## config.mk

```make
export PLATFORM = sky130hd
export DESIGN_NAME = exu_mul_arb
export DESIGN_NICKNAME = d
export VERILOG_FILES = /design/src/rtl/exu_mul_arb.sv
export SDC_FILE = /design/constraint.sdc
export NUM_CORES = 1
export LEC_CHECK = 0
export BUFFER_PORTS_ARGS = -buffer_cell sky130_fd_sc_hd__buf_4
export CORE_AREA = 2 2 123 125
export DETAILED_ROUTE_END_ITERATION = 12
export DIE_AREA = 0 0 125 127
export GPL_ROUTABILITY_DRIVEN = 0
export PLACE_DENSITY = 0.74
export SLEW_MARGIN = 20
export SYNTH_ARGS = -nofsm -noshare
export SYNTH_HDL_FRONTEND = slang
export SYNTH_SLANG_ARGS = --single-unit
```

## constraint.sdc

```tcl
create_clock -name clk -period 3.3 [get_ports clk]
set_input_delay 0.66 -clock clk [delete_from_list [all_inputs] [get_ports clk]]
set_output_delay 0.66 -clock clk [all_outputs]
set_load 0.05 [all_outputs]
```

## src/rtl/exu_mul_arb.sv

```systemverilog
// exu_mul_arb: shares the pipelined integer multiplier between the core
// pipeline (requester 0, fixed priority) and an auxiliary tagged requester 1.
// A shadow pipeline tracks the owner of every in-flight operation; core
// results are returned directly, requester-1 results go through a small
// response FIFO whose space is reserved by credits at issue time.
module exu_mul_arb #(
   parameter int LAT          = 3,
   parameter int RESP_DEPTH   = 2,
   parameter int TAG_W        = 4,
   parameter int STARVE_LIMIT = 8
) (
   input  logic             clk,
   input  logic             rst_l,
   input  logic             freeze,
   // core request (cannot be backpressured)
   input  logic             core_valid,
   input  logic [31:0]      core_a,
   input  logic [31:0]      core_b,
   input  logic             core_rs1_sign,
   input  logic             core_rs2_sign,
   input  logic             core_low,
   // requester-1 request
   input  logic             req1_valid,
   output logic             req1_ready,
   input  logic [31:0]      req1_a,
   input  logic [31:0]      req1_b,
   input  logic             req1_rs1_sign,
   input  logic             req1_rs2_sign,
   input  logic             req1_low,
   input  logic [TAG_W-1:0] req1_tag,
   // multiplier interface
   output logic             mul_valid,
   output logic [31:0]      mul_a,
   output logic [31:0]      mul_b,
   output logic             mul_rs1_sign,
   output logic             mul_rs2_sign,
   output logic             mul_low,
   input  logic [31:0]      mul_out,
   // core result
   output logic             core_res_valid,
   output logic [31:0]      core_res,
   // requester-1 response
   output logic             resp1_valid,
   input  logic             resp1_ready,
   output logic [31:0]      resp1_data,
   output logic [TAG_W-1:0] resp1_tag,
   // starvation relief
   output logic             core_stall_req
);

   localparam int FC_W  = $clog2(RESP_DEPTH + 1);
   localparam int IF_W  = $clog2(LAT + 1);
   localparam int SUM_W = ((FC_W > IF_W) ? FC_W : IF_W) + 1;
   localparam int PTR_W = (RESP_DEPTH > 1) ? $clog2(RESP_DEPTH) : 1;
   localparam int ST_W  = $clog2(STARVE_LIMIT + 1);

   // shadow pipeline: one {valid, owner, tag} entry per multiplier stage
   logic             sh_v_q   [LAT];
   logic             sh_own_q [LAT];
   logic [TAG_W-1:0] sh_tag_q [LAT];

   // requester-1 bookkeeping
   logic [IF_W-1:0]  inflight1_q, inflight1_d;
   logic [FC_W-1:0]  fifo_cnt_q,  fifo_cnt_d;
   logic [PTR_W-1:0] wr_ptr_q,    wr_ptr_d;
   logic [PTR_W-1:0] rd_ptr_q,    rd_ptr_d;
   logic [ST_W-1:0]  starve_q,    starve_d;

   // response FIFO storage (no reset needed: guarded by fifo_cnt_q)
   logic [31:0]      fifo_data [RESP_DEPTH];
   logic [TAG_W-1:0] fifo_tag  [RESP_DEPTH];

   logic credit_ok;
   logic grant0, grant1;
   logic done;
   logic core_done;
   logic push1;
   logic pop1;

   // Credits: a requester-1 op may issue only if a FIFO slot is guaranteed
   // for it once every op already in flight or queued has landed.
   assign credit_ok = (SUM_W'(inflight1_q) + SUM_W'(fifo_cnt_q)) < SUM_W'(RESP_DEPTH);

   // Fixed-priority arbitration; nothing is granted while frozen or in reset
   always_comb begin
      grant0 = rst_l & core_valid & ~freeze;
      grant1 = rst_l & req1_valid & ~core_valid & ~freeze & credit_ok;
   end

   assign req1_ready = grant1;
   assign mul_valid  = grant0 | grant1;

   // Operand/control mux toward the multiplier, zero when idle
   always_comb begin
      mul_a        = '0;
      mul_b        = '0;
      mul_rs1_sign = 1'b0;
      mul_rs2_sign = 1'b0;
      mul_low      = 1'b0;
      if (grant0) begin
         mul_a        = core_a;
         mul_b        = core_b;
         mul_rs1_sign = core_rs1_sign;
         mul_rs2_sign = core_rs2_sign;
         mul_low      = core_low;
      end else if (grant1) begin
         mul_a        = req1_a;
         mul_b        = req1_b;
         mul_rs1_sign = req1_rs1_sign;
         mul_rs2_sign = req1_rs2_sign;
         mul_low      = req1_low;
      end
   end

   // Completion happens only on an advancing cycle, so a frozen last stage
   // produces exactly one result once the freeze lifts.
   assign done      = sh_v_q[LAT-1] & ~freeze;
   assign core_done = done & ~sh_own_q[LAT-1];
   assign push1     = done &  sh_own_q[LAT-1];
   assign pop1      = resp1_valid & resp1_ready;

   assign core_res_valid = core_done;
   assign core_res       = core_done ? mul_out : '0;

   assign resp1_valid = (fifo_cnt_q != '0);
   assign resp1_data  = resp1_valid ? fifo_data[rd_ptr_q] : '0;
   assign resp1_tag   = resp1_valid ? fifo_tag[rd_ptr_q]  : '0;

   assign core_stall_req = (starve_q == ST_W'(STARVE_LIMIT)) & req1_valid;

   // Next-state for credit counter, FIFO pointers/count and starvation counter
   always_comb begin
      inflight1_d = inflight1_q;
      fifo_cnt_d  = fifo_cnt_q;
      wr_ptr_d    = wr_ptr_q;
      rd_ptr_d    = rd_ptr_q;
      starve_d    = starve_q;

      if (grant1 && !push1) begin
         inflight1_d = inflight1_q + IF_W'(1);
      end else if (!grant1 && push1) begin
         inflight1_d = inflight1_q - IF_W'(1);
      end

      if (push1 && !pop1) begin
         fifo_cnt_d = fifo_cnt_q + FC_W'(1);
      end else if (!push1 && pop1) begin
         fifo_cnt_d = fifo_cnt_q - FC_W'(1);
      end

      if (push1) begin
         wr_ptr_d = (wr_ptr_q == PTR_W'(RESP_DEPTH - 1)) ? '0 : wr_ptr_q + PTR_W'(1);
      end
      if (pop1) begin
         rd_ptr_d = (rd_ptr_q == PTR_W'(RESP_DEPTH - 1)) ? '0 : rd_ptr_q + PTR_W'(1);
      end

      // A pending request that loses arbitration ages; frozen cycles do not count
      if (!req1_valid || grant1) begin
         starve_d = '0;
      end else if (!freeze && (starve_q != ST_W'(STARVE_LIMIT))) begin
         starve_d = starve_q + ST_W'(1);
      end
   end

   // State registers; reset discards every in-flight op and queued response
   always_ff @(posedge clk or negedge rst_l) begin
      if (!rst_l) begin
         for (int i = 0; i < LAT; i++) begin
            sh_v_q[i]   <= 1'b0;
            sh_own_q[i] <= 1'b0;
            sh_tag_q[i] <= '0;
         end
         inflight1_q <= '0;
         fifo_cnt_q  <= '0;
         wr_ptr_q    <= '0;
         rd_ptr_q    <= '0;
         starve_q    <= '0;
      end else begin
         if (!freeze) begin
            sh_v_q[0]   <= mul_valid;
            sh_own_q[0] <= grant1;
            sh_tag_q[0] <= req1_tag;
            for (int i = 1; i < LAT; i++) begin
               sh_v_q[i]   <= sh_v_q[i-1];
               sh_own_q[i] <= sh_own_q[i-1];
               sh_tag_q[i] <= sh_tag_q[i-1];
            end
         end
         inflight1_q <= inflight1_d;
         fifo_cnt_q  <= fifo_cnt_d;
         wr_ptr_q    <= wr_ptr_d;
         rd_ptr_q    <= rd_ptr_d;
         starve_q    <= starve_d;
      end
   end

   // Response FIFO write port
   always_ff @(posedge clk) begin
      if (push1) begin
         fifo_data[wr_ptr_q] <= mul_out;
         fifo_tag[wr_ptr_q]  <= sh_tag_q[LAT-1];
      end
   end

   // Credits must make a push into a full FIFO impossible
   always_ff @(posedge clk) begin
      if (rst_l && push1) begin
         assert (fifo_cnt_q != FC_W'(RESP_DEPTH));
      end
   end

endmodule

```

### Yosys cells after proc, flatten, opt, wreduce, memory -nomap -nowiden

Memories as Yosys holds them, arrays and structs flattened.
Index checks and enable logic that the tools add are counted.

| word-level totals | value |
|---|---|
| bits in writable memories | 72 |
| register bits | 28 |
| bits of input ports | 176 |
| output and inout bits | 140 |
| logic and storage cells | 80 |
| memories kept | 2 |

| cells by class | value |
|---|---|
| multiplexer cells | 23 |
| bitwise operators | 15 |
| equality and inequality tests | 2 |
| reduce and logical (&&, ||, !) cells | 15 |
| add/sub/neg operators | 8 |
| $lt $le $gt $ge | 1 |

Memories:

| name | depth | width | read ports | clocked after Yosys merged registers in | wr ports | RTL line | text |
|---|---|---|---|---|---|---|---|
| fifo_data | 2 | 32 | 1 | 0 | 1 | 70 | `logic [31:0] fifo_data [RESP_DEPTH];` |
| fifo_tag | 2 | 4 | 1 | 0 | 1 | 71 | `logic [TAG_W-1:0] fifo_tag [RESP_DEPTH];` |

Operators by type and width:

| cell | number |
|---|---|
| 32-bit 2-to-1 mux | 6 |
| 4-bit 2-to-1 mux | 3 |
| 1-bit bitwise AND | 11 |
| 1-bit 2-to-1 mux | 10 |
| 2-bit 2-to-1 mux | 4 |
| 2-bit nonzero test | 4 |
| 1-bit logical AND | 5 |
| 1-bit zero test | 5 |
| 2-bit by 1-bit adder with 2-bit output (second input constant) | 2 |
| 4-bit by 1-bit adder with 4-bit output (second input constant) | 1 |
| 4-bit equality test (second input constant) | 1 |
| 4-bit inequality test (second input constant) | 1 |
| 2-bit by 1-bit subtractor with 2-bit output (second input constant) | 2 |
| 2-bit by 2-bit adder with 3-bit output | 1 |
| 3-bit by 2-bit less-than comparator with 1-bit output (second input constant) | 1 |
| 1-bit NOT | 3 |
| 1-bit adder (second input constant) | 2 |
| 1-bit logical OR | 1 |
| 1-bit bitwise OR | 1 |

### Logic depth before layout (Yosys ltp)

| logic depth | value |
|---|---|
| depth after elaboration | 8 |
| mapped depth | 8 |
| gate-level depth less buffers | 8 |

### Worst setup path after synthesis

OpenSTA, ideal clock, no wires.

| path | value |
|---|---|
| path type | input -> register |
| from | input port freeze |
| to | memory fifo_data[0][0] (enable) |
| required time | 2.871 ns |
| stages on the path | 3 |
| setup slack | 0.283 ns |
| arrival | 2.588 ns |
| path buffers | 1 |
| library setup time | 0.429 ns |
| path through | buf_2 > nand3b_1 > nor2_1 |

| on the way | value |
|---|---|
| word-level cells in the longest chain between the ends | 5 |

RTL lines:

| what | RTL line | text |
|---|---|---|
| start: declaration | 14 | `input logic freeze,` |
| 1-bit NOT | 117 | `assign done = sh_v_q[LAT-1] & ~freeze;` |
| 1-bit bitwise AND | 117 |  |
| 1-bit bitwise AND | 119 | `assign push1 = done & sh_own_q[LAT-1];` |
| 1-bit 2-to-1 mux | 200 | `if (push1) begin` |
| 1-bit 2-to-1 mux (implied by the code) | 201 | `fifo_data[wr_ptr_q] <= mul_out;` |
| end: declaration | 70 |  |

No other way between the ends.

### Final worst setup path

| path | value |
|---|---|
| from | register inflight1_q[0] |
| to | output port mul_a[18] |

| on the way | value |
|---|---|
| word-level cells in the longest chain between the ends | 5 |

RTL lines:

| what | RTL line | text |
|---|---|---|
| start: declaration | 63 | `logic [IF_W-1:0] inflight1_q, inflight1_d;` |
| start signal: assignment | 190 | `inflight1_q <= inflight1_d;` |
| 2-bit by 2-bit adder with 3-bit output | 82 | `assign credit_ok = (SUM_W'(inflight1_q) + SUM_W'(fifo_cnt_q)) < SUM_W'(RESP_DEPTH);` |
| 3-bit by 2-bit less-than comparator with 1-bit output | 82 |  |
| 1-bit bitwise AND | 87 | `grant1 = rst_l & req1_valid & ~core_valid & ~freeze & credit_ok;` |
| 32-bit 2-to-1 mux | 106 | `end else if (grant1) begin` |
| 32-bit 2-to-1 mux | 100 | `if (grant0) begin` |
| end: declaration | 33 | `output logic [31:0] mul_a,` |

No other way between the ends.

==> impl_results.md <==
* Worst min path class: input port to asynchronous set/reset pin
* Antenna-violating nets left at 0
* CP Launch Type: flop
* Worst EP required at 2.64 ns
* Ys Warns at 0
* Final WL at 18800 um
* Syn Area/Cell at 13.3 um2
* Post-layout util at 53.9%
* Largest net degree at the start of global routing at 42
* Final Skew at 0.00490 ns
* Clk_lat worst skew at 0.34 ns
* Final Cycle Share at 96.3%
* Layout cells sized above 1 at 54.2%
* CP max-delay cell: fa_1
* First-pass DRT Iterations at 4
* DRC viols at 0
* Synth Register Bits at 100
* Starting Density at 33.7%
* Crit. End Element: output port
* # rows at 44
* First-pass GRT wire length at 25700 um
* Cells after synthesis at 365
* Max-slew headroom at 61.5%
* GRT Util Overall at 22.4%
* CP max stage delay at 0.48 ns
* RSZ-0062 raised after global routing: false
* Most frequent cells in the layout: 320 x buf_4, 72 x edfxtp_1, 66 x a22o_1
* Slew Limit Fails at 0
* DP Wirelength at 15200 um
* Hold_ws at 0.163 ns
* Num CTS Buffers at 9
* Max Cap Violations at 0
* Clock Root Buffer: clkbuf_16
* CTS Buffer Depth at 2
* Period minus WS final at 3.18 ns
* CTS Sinks at 100
* CP max FO at 30
* Final setup vio count at 0
* Sequential fraction of the synthesis area at 58.8%
* CTS HTree Levels at 3
* Setup TNS Final at 0 ns
* WL/cell at 21.6 um
* CP Cell Sequence: and2_1 > fa_1 > nor4_4 > and3_4 > buf_12 > a22o_1 > buf_4
* Post-DR vias/cell at 4.98
* Outcome: complete, no violations
* Initial DRC Count at 371
* Core area at 14400 um2
* CTS tree: built
* GR Overflow Total at 0
* Power per cell area at 672 nW/um2
* Die area at 15900 um2
* Die H at 127 um
* Cts hold-fix bufs at 0
* Post-synthesis instance area at 4860 um2
* Worst-path clk slew at 0.07 ns
* CP Data Arrival Time at 2.52 ns
* Leak Pwr at 0.00367 uW
* Synth cell types at 32
* FMAX at 0.315 GHz
* Worst Max-Slew Pin Slew at 0.578 ns
* Syn Nets at 546
* Layout Nets at 855
* PortBufs at 315
* Commonest non-fill, non-tap cell in the layout: buf_4
* Number of global-route vias before repair at 4022
* Worst vdd ir at 0.000271 V
* Layout area overhead at 60.0%
* Fin. Hold Viols at 0
* CP Class: flop to output port
* Ports at 316
* Vias at 4321
* Die width at 125 um
* Initial antenna violation count at 3
==> where the power goes <==
group | total, uW | switching, uW | internal [uW]
Clock | 1030 | 446 | 579
Combinational | 2630 | 1720 | 910
Sequential | 1580 | 130 | 1450
==> worst paths after layout <==
check / from / to / slack [ns] / cells past startpoint
min in group clk: sh_tag_q[3]$_DFFE_PN0N_ / fifo_tag[1][3]$_DFFE_PP_ / 0.47 / 0
worst max-delay path: inflight1_q[0]$_DFFE_PN0P_ / mul_a[18] / 0.12 / 7
worst max register to register: inflight1_q[0]$_DFFE_PN0P_ / inflight1_q[1]$_DFFE_PN0P_ / 1.16 / 7
worst min register to register: sh_tag_q[3]$_DFFE_PN0N_ / fifo_tag[1][3]$_DFFE_PP_ / 0.47 / 0
max in group asynchronous: rst_l / sh_v_q[0]$_DFFE_PN0N_ / 2.66 / 2
worst min-delay path: rst_l / starve_q[1]$_DFFE_PN0P_ / 0.16 / 1
==> registers in the layout, summed over array words and instances (netlist names) <==
name and cells:
wr_ptr_q 1, fifo_tag 8, starve_q 4, fifo_data 64
rd_ptr_q 1, sh_own_q 3, fifo_cnt_q 2, sh_tag_q 12
inflight1_q 2, sh_v_q 3
==> worst max-delay path, delay by kind of cell, from the launching register on <==
family | cells | cell delay (ns)
AOI/OAI and AO/OA | 1 | 0.17
adders and majority gates | 1 | 0.48
buffers and inverters | 2 | 0.38
DFF | 1 | 0.42
and+or+nand+nor | 3 | 0.71
==> metal layers <==
| metal | up-vias | track usage [%] | routed length, um |
|---|---|---|---|
| met4 | 0 | 7.58 | 400 |
| met3 | 22 | 7.04 | 1760 |
| met5 | - | 0 | 0 |
| met1 | 2064 | 28.1 | 7390 |
| met2 | 246 | 36.9 | 9210 |
| li1 | 1989 | - | - |
==> cells by family (layout without fill, tap and decap cells) <==
logic type | count (synthesis) | count (layout) | synth area share [%]
AO/OA/AOI/OAI | 76 | 76 | 13.2
XOR/XNOR | 9 | 9 | 1.62
adder cells (fa/ha/maj) | 5 | 5 | 1.44
buffers and inverters | 33 | 347 | 3.99
flip-flops | 100 | 100 | 58.8
multiplexers | 52 | 52 | 11.1
other | 0 | 5 | 0
AND/OR/NAND/NOR | 90 | 90 | 9.77
==> metrics by stage <==
step	total power (uW)	std cells	cell area (um2)	setup WS, ns
after CTS	5260	862	7740	0.0142
after global routing	5440	864	7770	0.0168
after detailed placement	4210	846	7420	0.307
final	5230	868	7780	0.122
after global placement	4180	846	7420	0.370
after floorplan	3340	365	4860	0.283
==> what timing repair did <==
item / 4_1_cts / 5_1_grt
gates cloned: 0 / 1
pin swaps: 0 / 2
endpoints found under the setup margin: 39 / 68
gates resized for setup: 5 / 0
buffers inserted: 0 / 0
==> final cells by class <==
cell class,count,area (um2)
inverter,5,18.8
timing repair buffer,326,2510
fill,1225,6640
sequential,100,2860
clock buffer,12,268
clock inverter,4,28.8
tap,184,230
antenna,5,12.5
multi-input combinational,232,1850
==> synthesized netlist by cell type <==
library cell,n,area (um2)
a211o_1,1,8.76
a21bo_2,1,10.0
a21o_1,1,7.51
a21oi_1,3,15.0
a22o_1,67,587
and2_1,35,219
and3_1,2,12.5
and3b_1,1,8.76
buf_2,11,55.1
buf_4,1,7.51
buf_6,7,78.8
clkbuf_1,9,33.8
dfrtp_1,28,701
edfxtp_1,72,2160
fa_1,1,20.0
ha_1,4,50.1
inv_1,5,18.8
mux2_2,16,180
mux2i_1,36,360
nand2_1,2,7.51
nand3b_1,1,7.51
nand4b_1,1,8.76
nor2_1,42,158
nor3b_2,1,12.5
nor4_2,1,12.5
o21ai_0,3,15.0
or2_2,1,6.26
or3_1,1,6.26
or3b_2,1,8.76
or4_1,1,7.51
xnor2_1,4,35.0
xor2_1,5,43.8
Note: power is estimated with default switching activity, not from simulation.
